[config.mk]
export PLATFORM = sky130hd
export DESIGN_NAME = axi_host_arbiter
export DESIGN_NICKNAME = d
export VERILOG_FILES = /design/src/rtl/axi_host_arbiter.sv
export SDC_FILE = /design/constraint.sdc
export NUM_CORES = 1
export LEC_CHECK = 0
export BUFFER_PORTS_ARGS = -buffer_cell sky130_fd_sc_hd__clkbuf_2
export CAP_MARGIN = 10
export CELL_PAD_IN_SITES_DETAIL_PLACEMENT = 1
export CELL_PAD_IN_SITES_GLOBAL_PLACEMENT = 1
export CORE_AREA = 2 2 308 310
export CTS_CLUSTER_DIAMETER = 80
export CTS_CLUSTER_SIZE = 8
export DETAILED_ROUTE_END_ITERATION = 6
export DIE_AREA = 0 0 310 312
export PLACE_DENSITY_LB_ADDON = 0.1
export SLEW_MARGIN = 0
export SYNTH_ARGS = -nofsm -noshare
export SYNTH_HDL_FRONTEND = slang
export SYNTH_SLANG_ARGS = --single-unit
[constraint.sdc]
create_clock -name clk_i -period 1.9 [get_ports clk_i]
set_clock_uncertainty 0.15 [all_clocks]
set_input_delay 0.285 -clock clk_i [delete_from_list [all_inputs] [get_ports clk_i]]
set_output_delay 0.285 -clock clk_i [all_outputs]
set_load 0.005 [all_outputs]
[src/rtl/axi_host_arbiter.sv]
// axi_host_arbiter: round-robin N-to-1 AXI arbiter, one transaction in flight downstream
module axi_host_arbiter #(
  parameter int NumHosts  = 2,
  parameter int IdWidth   = 1,
  parameter int AddrWidth = 56,
  parameter int DataWidth = 64
) (
  input  logic                            clk_i,
  input  logic                            rst_i,
  input  logic [NumHosts-1:0]             host_aw_valid,
  output logic [NumHosts-1:0]             host_aw_ready,
  input  logic [NumHosts*IdWidth-1:0]     host_aw_id,
  input  logic [NumHosts*AddrWidth-1:0]   host_aw_addr,
  input  logic [NumHosts*8-1:0]           host_aw_len,
  input  logic [NumHosts*3-1:0]           host_aw_size,
  input  logic [NumHosts-1:0]             host_ar_valid,
  output logic [NumHosts-1:0]             host_ar_ready,
  input  logic [NumHosts*IdWidth-1:0]     host_ar_id,
  input  logic [NumHosts*AddrWidth-1:0]   host_ar_addr,
  input  logic [NumHosts*8-1:0]           host_ar_len,
  input  logic [NumHosts*3-1:0]           host_ar_size,
  input  logic [NumHosts-1:0]             host_w_valid,
  output logic [NumHosts-1:0]             host_w_ready,
  input  logic [NumHosts*DataWidth-1:0]   host_w_data,
  input  logic [NumHosts*DataWidth/8-1:0] host_w_strb,
  input  logic [NumHosts-1:0]             host_w_last,
  output logic [NumHosts-1:0]             host_r_valid,
  input  logic [NumHosts-1:0]             host_r_ready,
  output logic [IdWidth-1:0]              host_r_id,
  output logic [DataWidth-1:0]            host_r_data,
  output logic [1:0]                      host_r_resp,
  output logic                            host_r_last,
  output logic [NumHosts-1:0]             host_b_valid,
  input  logic [NumHosts-1:0]             host_b_ready,
  output logic [IdWidth-1:0]              host_b_id,
  output logic [1:0]                      host_b_resp,
  output logic                            dev_aw_valid,
  input  logic                            dev_aw_ready,
  output logic [IdWidth-1:0]              dev_aw_id,
  output logic [AddrWidth-1:0]            dev_aw_addr,
  output logic [7:0]                      dev_aw_len,
  output logic [2:0]                      dev_aw_size,
  output logic                            dev_ar_valid,
  input  logic                            dev_ar_ready,
  output logic [IdWidth-1:0]              dev_ar_id,
  output logic [AddrWidth-1:0]            dev_ar_addr,
  output logic [7:0]                      dev_ar_len,
  output logic [2:0]                      dev_ar_size,
  output logic                            dev_w_valid,
  input  logic                            dev_w_ready,
  output logic [DataWidth-1:0]            dev_w_data,
  output logic [DataWidth/8-1:0]          dev_w_strb,
  output logic                            dev_w_last,
  input  logic                            dev_r_valid,
  output logic                            dev_r_ready,
  input  logic [IdWidth-1:0]              dev_r_id,
  input  logic [DataWidth-1:0]            dev_r_data,
  input  logic [1:0]                      dev_r_resp,
  input  logic                            dev_r_last,
  input  logic                            dev_b_valid,
  output logic                            dev_b_ready,
  input  logic [IdWidth-1:0]              dev_b_id,
  input  logic [1:0]                      dev_b_resp
);
  localparam int Slots = 2 * NumHosts;
  localparam int PW    = $clog2(Slots);
  localparam int OW    = $clog2(NumHosts);
  localparam int SW    = DataWidth / 8;

  typedef enum logic [2:0] {IDLE, ADDR, WDATA, WRESP, RDATA} state_e;

  state_e              state_q, state_d;
  logic [PW-1:0]       rr_q, rr_d;
  logic [OW-1:0]       owner_q, owner_d;
  logic                rd_q, rd_d;
  logic [Slots-1:0]    slot_valid;
  logic [NumHosts-1:0] sel;
  logic                found;
  logic [PW-1:0]       win;
  logic                in_aw, in_ar;

  assign sel   = NumHosts'(1) << owner_q;
  assign in_aw = (state_q == ADDR) && !rd_q;
  assign in_ar = (state_q == ADDR) && rd_q;

  assign dev_aw_valid  = in_aw && host_aw_valid[owner_q];
  assign dev_aw_id     = host_aw_id[owner_q*IdWidth +: IdWidth];
  assign dev_aw_addr   = host_aw_addr[owner_q*AddrWidth +: AddrWidth];
  assign dev_aw_len    = host_aw_len[owner_q*8 +: 8];
  assign dev_aw_size   = host_aw_size[owner_q*3 +: 3];
  assign host_aw_ready = (in_aw && dev_aw_ready) ? sel : '0;

  assign dev_ar_valid  = in_ar && host_ar_valid[owner_q];
  assign dev_ar_id     = host_ar_id[owner_q*IdWidth +: IdWidth];
  assign dev_ar_addr   = host_ar_addr[owner_q*AddrWidth +: AddrWidth];
  assign dev_ar_len    = host_ar_len[owner_q*8 +: 8];
  assign dev_ar_size   = host_ar_size[owner_q*3 +: 3];
  assign host_ar_ready = (in_ar && dev_ar_ready) ? sel : '0;

  // W only opens after the owner's AW has completed downstream
  assign dev_w_valid  = (state_q == WDATA) && host_w_valid[owner_q];
  assign dev_w_data   = host_w_data[owner_q*DataWidth +: DataWidth];
  assign dev_w_strb   = host_w_strb[owner_q*SW +: SW];
  assign dev_w_last   = host_w_last[owner_q];
  assign host_w_ready = ((state_q == WDATA) && dev_w_ready) ? sel : '0;

  assign host_r_valid = ((state_q == RDATA) && dev_r_valid) ? sel : '0;
  assign dev_r_ready  = (state_q == RDATA) && host_r_ready[owner_q];
  assign host_r_id    = dev_r_id;
  assign host_r_data  = dev_r_data;
  assign host_r_resp  = dev_r_resp;
  assign host_r_last  = dev_r_last;

  assign host_b_valid = ((state_q == WRESP) && dev_b_valid) ? sel : '0;
  assign dev_b_ready  = (state_q == WRESP) && host_b_ready[owner_q];
  assign host_b_id    = dev_b_id;
  assign host_b_resp  = dev_b_resp;

  always_comb begin
    for (int h = 0; h < NumHosts; h++) begin
      slot_valid[2*h]   = host_aw_valid[h];
      slot_valid[2*h+1] = host_ar_valid[h];
    end
  end

  always_comb begin
    found = 1'b0;
    win   = '0;
    for (int k = 0; k < Slots; k++) begin
      if (!found && slot_valid[PW'((int'(rr_q) + k) % Slots)]) begin
        found = 1'b1;
        win   = PW'((int'(rr_q) + k) % Slots);
      end
    end
  end

  always_comb begin
    state_d = state_q;
    rr_d    = rr_q;
    owner_d = owner_q;
    rd_d    = rd_q;
    unique case (state_q)
      IDLE: if (found) begin
        state_d = ADDR;
        owner_d = OW'(win >> 1);
        rd_d    = win[0];
        rr_d    = (win == PW'(Slots - 1)) ? '0 : win + 1'b1;
      end
      ADDR:    if (rd_q ? (dev_ar_valid && dev_ar_ready) : (dev_aw_valid && dev_aw_ready))
                 state_d = rd_q ? RDATA : WDATA;
      WDATA:   if (dev_w_valid && dev_w_ready && dev_w_last) state_d = WRESP;
      WRESP:   if (dev_b_valid && dev_b_ready) state_d = IDLE;
      RDATA:   if (dev_r_valid && dev_r_ready && dev_r_last) state_d = IDLE;
      default: state_d = IDLE;
    endcase
  end

  always_ff @(posedge clk_i or posedge rst_i) begin
    if (rst_i) begin
      state_q <= IDLE;
      rr_q    <= '0;
      owner_q <= '0;
      rd_q    <= 1'b0;
    end else begin
      state_q <= state_d;
      rr_q    <= rr_d;
      owner_q <= owner_d;
      rd_q    <= rd_d;
    end
  end
endmodule

==> impl_metrics.yaml, run 1 <==
flow_run:
  drv_cap: 0
route:
  drt_iter0_markers: 127
  wl_per_cell_um: 17.2
  postRouteAntennaNets: 0
  viasPerCell: 2.42
  vias: 5486
  wl_um: 39100
  route.detailed.drc: 0
  drtPass1Iterations: 4
die:
  die_area_um2: 96700
  core_um2: 93000
  die_width_um: 310
  rows: 112
  start_util: 0.0397
  die_h_um: 312
  io-pin-count: 801
power_and_ir_drop:
  finalPower_mw: 8.40
  leakage_nw: 4.36
  ir_drop_mv: 0.297
  powerDensity_nw_per_um2: 949
finish:
  mostFrequentLayoutCells: "clkbuf_2 (649), mux2_2 (173), mux2_4 (39)"
  layout-drive-gt1-share: 0.929
  post-route-util: 0.0952
  area_delta_synth_final_pct: 139
  final_common_cell: "clkbuf_2"
  fillers: 11200
  final_net_count: 1516
hold_path:
  min-delay-start: "dev_r_valid"
  min_path_type: "in -> reg"
timing:
  slew_viol_final: 0
  relSlewSlack: 0.692
  final_hold_viol_count: 0
  setup-violations-final: 213
  min_period_ns: 2.08
  fin_tns_setup_ns: -21.28
  worst_pin_slew_ns: 0.458
  min_period_over_period: 1.10
  rsz0062_at_grt: "yes"
  max_freq_mhz: 480
  fin_ws_ns: -0.182
worst_setup_path:
  rr_startpoint: "owner_q$_DFFE_PP0P_"
  path_class: "reg -> out"
  crit_path_start_kind: "flip-flop"
  crit_path_end_kind: "primary output"
  crit_start: "owner_q$_DFFE_PP0P_"
  cp_max_fo: 10
  cp.arrival_ns: 1.65
  cp.required_ns: 1.46
logic_synthesis:
  ys_seq_area_frac: 0.0474
  synth_top_area_frac: 0.645
  synth.distinct_cells: 30
  synth_cells: 398
  synth-seq-cells: 7
  yosysTopAreaCell: "mux2_2"
  avgSynthCellArea_um2: 9.29
  syn-num-nets: 904
  synth_area_leaders: "mux2_2 (65%), buf_4 (15%), dfrtp_1 (4.7%)"
  ys.warnings.count: 0
  netlist_area_um2: 3700
global_routing:
  grt.busiest_layer: "met2"
  grt_pass1_vias: 5864
  grtUsageMet2: 0.151
  antenna_found_initial: 8
  grtUsageMet3: 0.0142
  grt_first_pass_wirelength_um: 49300
  grt_use_met1: 0.0754
  grt_usage: 0.0737
  overflow: 0
  grt_start_max_net_pins: 21
place:
  dp_hpwl_um: 35300
  port_buffers: 660
  pre_cts_ws_ns: 0.0137
  gp_congestion: 0.772
clock_tree:
  clk_path_buf_depth: 2
  clk_latency_ns: 0.24
  numCtsBuffers: 3
  cts_sinks: 7
  cts_tree: "yes"
  clkTransAtPathRegs_ns: 0.04
  cts_root_buf: "clkbuf_16"
  htree_levels: 1
status:
  violations: "setup timing"
  status: "finished with violations"
[area by class of cell]
cell class	count	area [µm²]	area share
timing repair buffer	707	3980	0.449
clock buffer	4	78.8	0.00890
antenna	4	10.0	0.00113
sequential	7	179	0.0202
inverter	5	22.5	0.00254
tap	1254	1570	0.177
multi-input combinational	286	3020	0.341
[layer usage]
| layer | part of all wire | up-vias | wire length, µm |
|---|---|---|---|
| li1 | - | 2595 | - |
| met1 | 0.36 | 2615 | 14000 |
| met2 | 0.57 | 244 | 22200 |
| met3 | 0.065 | 28 | 2530 |
| met4 | 0.011 | 4 | 429 |
| met5 | 0.00069 | - | 27 |
[power breakdown]
part	leakage [nW]	switching, mW	internal (mW)
Clock	0.0382	0.0978	0.281
Combinational	4.24	3.36	4.33
Sequential	0.0838	0.103	0.227
Total	4.36	3.56	4.84
[through the flow]
step | instance area, µm² | hold slack (ns) | instances
finish | 8850 | 0.226 | 2267
global route | 8850 | 0.256 | 2266
CTS | 8760 | 0.238 | 2259
detailed placement | 8210 | 0.160 | 2239
global placement | 8210 | 0.173 | 2239
floorplan | 3700 | -0.0616 | 398
[final timing paths]
kind                                          end  slack [ns]  depth (start not counted)
max                               dev_aw_addr[24]       -0.18                          5
min                        state_q[2]$_DFFE_PP0P_        0.23                          4
max reg2reg                state_q[0]$_DFFE_PP0P_        0.02                          5
min reg2reg                state_q[1]$_DFFE_PP0P_        0.44                          2
max in group asynchronous     owner_q$_DFFE_PP0P_        0.82                          3
min in group asynchronous               async pin        0.43                          3
[cell usage after synthesis, drive strengths merged]
cell / number
nand3: 3
a21oi: 6
mux2i: 5
inv: 5
nor2: 14
dfrtp: 7
xnor2: 1
o311ai: 1
buf: 98
a311oi: 1
nand2b: 2
nand2: 12
a41oi: 1
o2bb2a: 1
clkbuf: 2
o211a: 1
o21ai: 9
and2: 1
nor3: 3
nor2b: 2
mux2: 212
nor4: 5
nor3b: 3
o221ai: 1
or2b: 1
nand3b: 1
[kinds of logic (layout without fill, tap and decap cells)]
kind of cell    after synthesis  count (layout)  share of synthesized area
other cells                   0               4                          0
compound gates               21              21                     0.0369
mux                         217             217                      0.659
simple gates                 47              47                     0.0633
flops                         7               7                     0.0474
buf+inv                     105             716                      0.191
xor+xnor                      1               1                    0.00237
[critical path: stages (launching register included)]
cell and delay (ns):
dfrtp_4 0.53, buf_12 0.17, buf_12 0.13, clkbuf_16 0.17, mux2_2 0.27, clkbuf_2 0.12
[repair_timing]
item	4_1_cts	5_1_grt
buffers inserted	10	4
hold endpoints to repair	7	0
cloned	5	1
gates resized for setup	52	26
setup endpoints to repair	211	225
pin swaps	1	0
hold buffers	1	0
Power figures use the tool's default switching activity.
==> inputs of run 2 (changes only) <==
--- a/config.mk
+++ b/config.mk
@@ -8,14 +8,13 @@
 export BUFFER_PORTS_ARGS = -buffer_cell sky130_fd_sc_hd__clkbuf_2
 export CAP_MARGIN = 10
 export CELL_PAD_IN_SITES_DETAIL_PLACEMENT = 1
-export CELL_PAD_IN_SITES_GLOBAL_PLACEMENT = 1
-export CORE_AREA = 2 2 308 310
+export CELL_PAD_IN_SITES_GLOBAL_PLACEMENT = 2
+export CORE_AREA = 2 2 312 314
 export CTS_CLUSTER_DIAMETER = 80
 export CTS_CLUSTER_SIZE = 8
 export DETAILED_ROUTE_END_ITERATION = 6
-export DIE_AREA = 0 0 310 312
+export DIE_AREA = 0 0 314 316
 export PLACE_DENSITY_LB_ADDON = 0.1
-export SLEW_MARGIN = 0
 export SYNTH_ARGS = -nofsm -noshare
 export SYNTH_HDL_FRONTEND = slang
 export SYNTH_SLANG_ARGS = --single-unit
==> impl_metrics.yaml, run 2 (synthesis results as in run 1) <==
status:
  status: "finished with violations"
  violations: "setup timing"
die:
  die_h_um: 316
  rows: 114
  io-pin-count: 801
  die_width_um: 314
  core_um2: 96000
  die_area_um2: 99200
  start_util: 0.0385
timing:
  worst_pin_slew_ns: 0.407
  min_period_over_period: 1.09
  fin_ws_ns: -0.177
  rsz0062_at_grt: "yes"
  relSlewSlack: 0.729
  setup-violations-final: 216
  fin_tns_setup_ns: -24.59
  min_period_ns: 2.08
  slew_viol_final: 0
  final_hold_viol_count: 0
  max_freq_mhz: 481
power_and_ir_drop:
  sw_frac_of_total: 0.413
  powerDensity_nw_per_um2: 1010
  leakage_nw: 4.63
  pwr-share-clk: 0.039
  switchingPower_mw: 3.98
  finalPower_mw: 9.64
  p_int_mw: 5.66
  sequentialPowerShare: 0.036
  p_comb_frac: 0.925
  ir_drop_mv: 0.367
worst_setup_path:
  cp_max_fo: 7
  cp.required_ns: 1.46
  cp.arrival_ns: 1.64
  crit_path_end_kind: "primary output"
  path_class: "reg -> out"
  crit_path_start_kind: "flip-flop"
finish:
  area_delta_synth_final_pct: 158
  final_area_um2: 9540
  post-route-util: 0.0994
  final_common_cell: "clkbuf_2"
  final_net_count: 1532
  layout-drive-gt1-share: 0.943
  mostFrequentLayoutCells: "clkbuf_2 (614), mux2_2 (157), mux2_4 (55)"
route:
  wl_um: 42700
  drtPass1Iterations: 4
  wl_per_cell_um: 18.5
  postRouteAntennaNets: 0
  vias: 5663
  route.detailed.drc: 0
  drt_iter0_markers: 160
  viasPerCell: 2.46
global_routing:
  grt_pass1_vias: 5915
  grt_usage: 0.0782
  grt_start_max_net_pins: 19
  antenna_found_initial: 9
  overflow: 0
  grt_first_pass_wirelength_um: 53000
clock_tree:
  clk_latency_ns: 0.23
  clk_path_buf_depth: 2
  cts_tree: "yes"
  htree_levels: 1
  numCtsBuffers: 3
  cts_sinks: 7
  clkTransAtPathRegs_ns: 0.04
  cts_root_buf: "clkbuf_16"
place:
  pre_cts_ws_ns: -0.380
  gp_congestion: 0.727
  placed_cell_area_um2: 8280
  port_buffers: 660
  dp_hpwl_um: 38300
flow_run:
  drv_cap: 0
hold_path:
  min_path_type: "in -> reg"
[run 2: cell types whose count changed in the layout (fill, tap and decap cells not counted), sizes merged]
cell and change:
buf +48, clkbuf -32, diode -2
[run 2: layer usage]
metal / part of all wire / global-route usage / up-vias
li1: - / - / 2623
met1: 0.34 / 0.0800 / 2728
met2: 0.57 / 0.157 / 256
met3: 0.068 / 0.0217 / 42
met4: 0.016 / 0.0137 / 14
met5: 0.0022 / 0 / -
[run 2: power groups by stage]
| stage | Combinational [mW] | Clock [mW] | Sequential, mW |
|---|---|---|---|
| 2_1_floorplan | 3.46 | 0 | 0.273 |
| 4_1_cts | 8.24 | 0.391 | 0.338 |
| 3_5_place_dp | 6.99 | 0 | 0.316 |
| 3_3_place_gp | 7.04 | 0 | 0.318 |
| 5_1_grt | 9.66 | 0.401 | 0.360 |
| 6_report | 8.91 | 0.376 | 0.345 |
[run 2: layout make-up]
cell class              instances  area [µm²]
fillers                     11500       86500
repair buffers                723        4470
multi-input cells             286        3190
well taps                    1276        1600
flip-flops and latches          7         180
clock buffers                   4        78.8
inverters                       5        22.5
diodes                          2        5.00
[run 2: timing repair]
action,CTS,global route
endpoints found under the setup margin,215,224
hold buffers,1,0
gates cloned,6,4
pin swaps,11,6
gates resized for setup,54,167
hold endpoints to repair,7,0
setup buffers,15,7
[run 2: path summary, 6_finish.rpt]
kind	startpoint	end	slack, ns	depth (start not counted)
setup / recovery	owner_q$_DFFE_PP0P_	dev_ar_addr[12]	-0.18	5
hold / removal	dev_ar_ready	state_q[2]$_DFFE_PP0P_	0.24	3
setup reg to reg	owner_q$_DFFE_PP0P_	state_q[0]$_DFFE_PP0P_	0.06	6
hold reg to reg	state_q[2]$_DFFE_PP0P_	state_q[1]$_DFFE_PP0P_	0.36	1
max in group asynchronous	rst_i	owner_q$_DFFE_PP0P_	0.84	3
min in group asynchronous	rst_i	async pin	0.43	3
[run 2: worst max-delay path: stages (launching register included)]
cell and delay (ns):
dfrtp_4 0.51, buf_8 0.17, buf_12 0.13, clkbuf_16 0.15, mux2_2 0.33, clkbuf_2 0.11
[run 2: stage by stage]
stage | std cells | hold WS (ns)
after CTS | 2292 | 0.236
after global routing | 2302 | 0.258
after detailed placement | 2268 | 0.162
after floorplan | 398 | -0.0616
after global placement | 2268 | 0.166
final | 2303 | 0.243
